[config.mk]
export PLATFORM = sky130hd
export DESIGN_NAME = id_ex_stage
export DESIGN_NICKNAME = d
export VERILOG_FILES = /design/src/rtl/id_ex_stage.sv
export SDC_FILE = /design/constraint.sdc
export NUM_CORES = 1
export LEC_CHECK = 0
export CAP_MARGIN = 10
export CORE_MARGIN = 1.5
export CORE_UTILIZATION = 30
export CTS_CLUSTER_SIZE = 14
export DETAILED_ROUTE_END_ITERATION = 6
export SLEW_MARGIN = 20
export SYNTH_ARGS = -nofsm -noshare
export SYNTH_HDL_FRONTEND = slang
export SYNTH_SLANG_ARGS = --single-unit
[constraint.sdc]
create_clock -name clk -period 4.1 [get_ports clk]
set_input_delay 0.82 -clock clk [delete_from_list [all_inputs] [get_ports clk]]
set_output_delay 0.82 -clock clk [all_outputs]
set_load 0.05 [all_outputs]
[src/rtl/id_ex_stage.sv]
// id_ex_stage: ID->EX pipeline register with load-use hazard detection and a
//   saturating count of the load-use bubbles it inserts.
// Latency: 1 cycle from decode fields to ex* outputs; stall is combinational.
// Backpressure: extHold freezes the EX register; stall asks IF/ID and PC to hold.
//
// Ports:
//   clk, rst                     rising-edge clock, asynchronous active-high reset
//   idValid                      decode slot holds a real instruction
//   idOp1, idOp2, idRd           source / destination register IDs from decode
//   idRegWrite, idMemRead        decode control (writes idRd / is a load)
//   idData1, idData2, idImm      register-file read values and sign-extended immediate
//   idAluOp                      ALU opcode
//   flush                        branch-taken squash of the ID/EX contents
//   extHold                      downstream not ready: freeze the EX register
//   exValid ... exAluOp          registered copies of the decode fields for execute
//                                and the forwarding unit (exOp1/exOp2 feed its op1/op2)
//   stall                        combinational: IF/ID and PC must hold this cycle
//   bubbleCount                  load-use bubbles inserted since reset (saturating)
module id_ex_stage #(
  parameter int DATA_W  = 16,
  parameter int REG_W   = 4,
  parameter int ALUOP_W = 4,
  parameter int CNT_W   = 16
) (
  input  logic               clk,
  input  logic               rst,
  input  logic               idValid,
  input  logic [REG_W-1:0]   idOp1,
  input  logic [REG_W-1:0]   idOp2,
  input  logic [REG_W-1:0]   idRd,
  input  logic               idRegWrite,
  input  logic               idMemRead,
  input  logic [DATA_W-1:0]  idData1,
  input  logic [DATA_W-1:0]  idData2,
  input  logic [DATA_W-1:0]  idImm,
  input  logic [ALUOP_W-1:0] idAluOp,
  input  logic               flush,
  input  logic               extHold,
  output logic               exValid,
  output logic [REG_W-1:0]   exOp1,
  output logic [REG_W-1:0]   exOp2,
  output logic [REG_W-1:0]   exRd,
  output logic               exRegWrite,
  output logic               exMemRead,
  output logic [DATA_W-1:0]  exData1,
  output logic [DATA_W-1:0]  exData2,
  output logic [DATA_W-1:0]  exImm,
  output logic [ALUOP_W-1:0] exAluOp,
  output logic               stall,
  output logic [CNT_W-1:0]   bubbleCount
);

  logic src_match;
  logic load_use;
  logic insert_bubble;
  logic count_bubble;
  logic count_full;

  // Register 0 is hardwired zero, so a load targeting it never creates a hazard.
  assign src_match = (exRd == idOp1) || (exRd == idOp2);
  assign load_use  = idValid && exValid && exMemRead && (exRd != '0) && src_match;

  // A flush squashes the dependent instruction anyway, so it must not stall IF/ID.
  assign stall = extHold || (load_use && !flush);

  // Priority flush > extHold > load-use > capture. A flush bubbles even while held;
  // a load-use bubble only goes in once the hold has dropped.
  assign insert_bubble = flush || (!extHold && load_use);
  // Only genuine load-use bubbles are counted, never flush bubbles.
  assign count_bubble  = !flush && !extHold && load_use;
  assign count_full    = (bubbleCount == {CNT_W{1'b1}});

  always_ff @(posedge clk or posedge rst) begin
    if (rst) begin
      exValid    <= 1'b0;
      exOp1      <= '0;
      exOp2      <= '0;
      exRd       <= '0;
      exRegWrite <= 1'b0;
      exMemRead  <= 1'b0;
      exData1    <= '0;
      exData2    <= '0;
      exImm      <= '0;
      exAluOp    <= '0;
    end else if (insert_bubble) begin
      // Bubble: control and register IDs cleared so neither the hazard check nor
      // forwarding can match it; data is don't-care but driven to zero.
      exValid    <= 1'b0;
      exOp1      <= '0;
      exOp2      <= '0;
      exRd       <= '0;
      exRegWrite <= 1'b0;
      exMemRead  <= 1'b0;
      exData1    <= '0;
      exData2    <= '0;
      exImm      <= '0;
      exAluOp    <= '0;
    end else if (!extHold) begin
      exValid    <= idValid;
      exOp1      <= idOp1;
      exOp2      <= idOp2;
      exRd       <= idRd;
      // An empty decode slot must not write back or look like a load.
      exRegWrite <= idValid && idRegWrite;
      exMemRead  <= idValid && idMemRead;
      exData1    <= idData1;
      exData2    <= idData2;
      exImm      <= idImm;
      exAluOp    <= idAluOp;
    end
  end

  always_ff @(posedge clk or posedge rst) begin
    if (rst) begin
      bubbleCount <= '0;
    end else if (count_bubble && !count_full) begin
      bubbleCount <= bubbleCount + CNT_W'(1);
    end
  end

endmodule

==> tab_implementation.tex <==
\begin{tabular}{lr}
\hline
Metric & Value \\
\hline
\multicolumn{2}{l}{\textbf{Logic synthesis}} \\
Cell taking the most area after synthesis & dfrtp\_1 \\
Cell area after synthesis & 3800 µm² \\
Dominant combinational cell family by area after synthesis & simple AND/OR/NAND/NOR gates \\
Number of enable-type register cells in the synthesized netlist & 0 \\
Post-synthesis area per instance & 9.79 µm² \\
Synthesis Warnings & 0 \\
Synth Net Count & 460 \\
Ranking of synthesized cells by area & dfrtp\_1 55\%, nand3b\_1 13\%, a21oi\_1 8.4\%, nand2\_1 7.1\%, xor2\_1 4.6\% \\
Share of the synthesized netlist area taken by xor and xnor gates & 0.0530 \\
Simple-gate share of the synthesized area & 0.253 \\
Adder-cell share of the synthesized area & 0.00329 \\
Flip-flop cell with the highest count after synthesis & dfrtp\_1 \\
Library cell with the highest instance count after synthesis & dfrtp\_1 \\
Sequential cell area fraction in the yosys report & 0.547 \\
Post-synthesis compound-gate area fraction & 0.0975 \\
Most instantiated cells after synthesis & 83 x dfrtp\_1, 72 x nand2\_1, 64 x a21oi\_1, 64 x nand3b\_1, 23 x clkbuf\_1 \\
Seq cells post-synth & 83 \\
Share of synthesized area spent on multiplexers & 0.00296 \\
Number of distinct standard cells referenced by the synthesized netlist & 28 \\
Top cell type's share of synthesized area & 0.547 \\
Fraction of registers with async set or reset after synthesis & 1.00 \\
Cell count after synthesis & 388 \\
\multicolumn{2}{l}{\textbf{Cells and area}} \\
Final instance count without filler cells & 700 \\
Number of inserted diodes & 0 \\
Fraction of final layout cells with drive strength greater than 1 & 0.0526 \\
Final layout net count & 599 \\
Number of fillers in the final layout & 1185 \\
Area Growth Syn to Fin & 52.4\% \\
\multicolumn{2}{l}{\textbf{Floorplanning}} \\
I/O Pins & 155 \\
Placeable core area & 12200 µm² \\
\# rows & 40 \\
Y dimension of the die & 116 µm \\
Initial cell density of the core & 0.312 \\
Die Outline Area & 13400 µm² \\
Horizontal die dimension & 116 µm \\
\multicolumn{2}{l}{\textbf{Detailed routing}} \\
Initial DRC Count & 230 \\
Wire length reported by the detailed router & 10700 µm \\
DRC violation count after routing & 0 \\
Number of nets with antenna violations after routing & 0 \\
Number of detailed-routing iterations run before antenna repair & 4 \\
Per-cell via count in the routed design & 4.83 \\
Overall via count from detail\_route & 3382 \\
Wirelength per Cell & 15.3 µm \\
\multicolumn{2}{l}{\textbf{GRT}} \\
Gr busiest metal & met2 \\
Met1 track demand over resource & 0.219 \\
Met3 track utilization from global routing & 0.0434 \\
Gr usage total & 0.163 \\
Global routing usage on met2 & 0.255 \\
Vias in the first global route & 3349 \\
Pin count of the biggest net entering global routing & 79 \\
Initial antenna violation count & 0 \\
Residual overflow from global routing & 0 \\
Wire length of the first global-routing pass & 16900 µm \\
\multicolumn{2}{l}{\textbf{Clocking}} \\
Number of sinks driven by the clock tree & 83 \\
Number of cells upsized or downsized after cts & 0 \\
Cts bufs inserted & 9 \\
Hold\_buf cts & 0 \\
Worst skew pair latency & 0.33 ns \\
Cell chosen for the clock root & clkbuf\_16 \\
Level count of the clock H-tree & 3 \\
Clock tree from TritonCTS & built \\
Clk pin slew, worst setup/hold paths & 0.06 ns \\
Maximum count of clock buffers along a single path & 2 \\
Post-CTS setup buffer count & 0 \\
\multicolumn{2}{l}{\textbf{Power and ir drop}} \\
Leak pwr & 2.41 nW \\
P per Cell Area & 369 nW/µm² \\
Max IR drop VDD & 0.000155 V \\
Post-route total power & 0.00214 W \\
\multicolumn{2}{l}{\textbf{Timing}} \\
Tightest Pin Transition & 0.790 ns \\
Sum of negative setup slack & 0 ns \\
Min Tclk post-route & 3.30 ns \\
Achievable frequency & 303 MHz \\
Total count of hold-check failures in the final report & 0 \\
Slew headroom & 0.474 \\
Setup repair after global routing missed its margin & no \\
\# setup viols final & 0 \\
Pins Over Slew Limit & 0 \\
Portion of the clock cycle consumed by the worst path in the final layout & 0.804 \\
PnR worst setup slack & 0.802 ns \\
Worst hold slack after final layout & 0.491 ns \\
Worst clock skew on the final layout & 0.00879 ns \\
\multicolumn{2}{l}{\textbf{Placed design}} \\
Placer Congestion & 0.746 \\
Worst slack at placement & 0.804 ns \\
IO buf count & 154 \\
Detailed placement HPWL & 7090 µm \\
Total placed cells including tap cells & 684 \\
\multicolumn{2}{l}{\textbf{Worst setup path}} \\
Type of the worst setup path & in -> out \\
Arr. time, crit path & 2.48 ns \\
Required time of the worst setup path & 3.28 ns \\
CP Launch Type & primary input \\
Maximum fanout along the worst path & 2 \\
Critical path endpoint category & output port \\
\multicolumn{2}{l}{\textbf{Min path}} \\
Path type of the worst min-delay path & reg -> reg \\
\multicolumn{2}{l}{\textbf{Job}} \\
Number of max-cap violations & 0 \\
\multicolumn{2}{l}{\textbf{Run status}} \\
Result of the run & complete, no violations \\
\hline
\end{tabular}
-- sequential cells by signal, summed over array words and instances (netlist names) --
signal,flops
exData2,16
exRegWrite,1
exImm,16
exValid,1
bubbleCount,16
exData1,16
exRd,4
exMemRead,1
exAluOp,4
exOp1,4
exOp2,4
-- cells in the final DEF, fill, tap and decap left out, types with 4 or more instances in the layout --
cell,n
clkdlybuf4s50_1,151
dfrtp_1,83
nand2_1,72
nand3b_1,64
a21oi_1,64
xor2_1,20
nor4_1,9
clkbuf_16,9
nor2_1,7
nor3_1,7
buf_4,7
nand3_1,4
-- layer usage --
| layer | wire length [µm] | vias up |
|---|---|---|
| li1 | - | 1603 |
| met1 | 5000 | 1658 |
| met2 | 4880 | 111 |
| met3 | 727 | 10 |
| met4 | 117 | 0 |
| met5 | 0 | - |
-- logic make-up after synthesis --
kind of cell             after synthesis
XOR/XNOR                              23
multiplexers                           1
buffers and inverters                 36
AND/OR/NAND/NOR                      173
adder cells (fa/ha/maj)                1
flip-flops                            83
AO/OA/AOI/OAI                         71
-- worst max-delay path: stages --
cell	delay [ns]
clkdlybuf4s50_1	0.44
xor2_1	0.15
nor4_1	0.50
o21ai_4	0.11
o21bai_1	0.27
buf_12	0.18
-- worst paths after layout --
| check | from | to | slack [ns] | cells after the start |
|---|---|---|---|---|
| worst max-delay path | idOp1[1] | stall | 0.80 | 6 |
| worst min-delay path | bubbleCount[10]$_DFFE_PP0P_ | bubbleCount[10]$_DFFE_PP0P_ | 0.49 | 1 |
| worst max register to register | exRd[1]$_DFFE_PP0P_ | exMemRead$_DFFE_PP0P_ | 1.76 | 7 |
| worst min register to register | bubbleCount[10]$_DFFE_PP0P_ | bubbleCount[10]$_DFFE_PP0P_ | 0.49 | 1 |
| max in group asynchronous | rst | exRd[3]$_DFFE_PP0P_ | 2.40 | 3 |
| min in group asynchronous | rst | bubbleCount[0]$_DFFE_PP0P_ | 0.98 | 2 |
-- power breakdown --
| group | internal [W] | switching [W] |
|---|---|---|
| clock | 0.000566 | 0.000314 |
| combinational | 0.000155 | 0.000225 |
| sequential | 0.000853 | 0.0000221 |
| total | 0.00157 | 0.000561 |
-- area by class of cell --
type                            count  area, µm²  area share
Tap cell                          168        210      0.0363
Sequential cell                    83       2080       0.359
Timing Repair Buffer              160       1590       0.274
Clock buffer                       12        256      0.0443
Inverter                            4       17.5     0.00302
Multi-Input combinational cell    269       1570       0.271
Clock inverter                      4       72.6      0.0125
-- per-stage QoR --
step                cell area (µm²)  utilization
detailed placement             5460        0.449
floorplan                      3800            -
finish                         5790        0.476
global placement               5460        0.449
CTS                            5790        0.476
global route                   5790        0.476
Note: power is estimated with default switching activity, not from simulation.
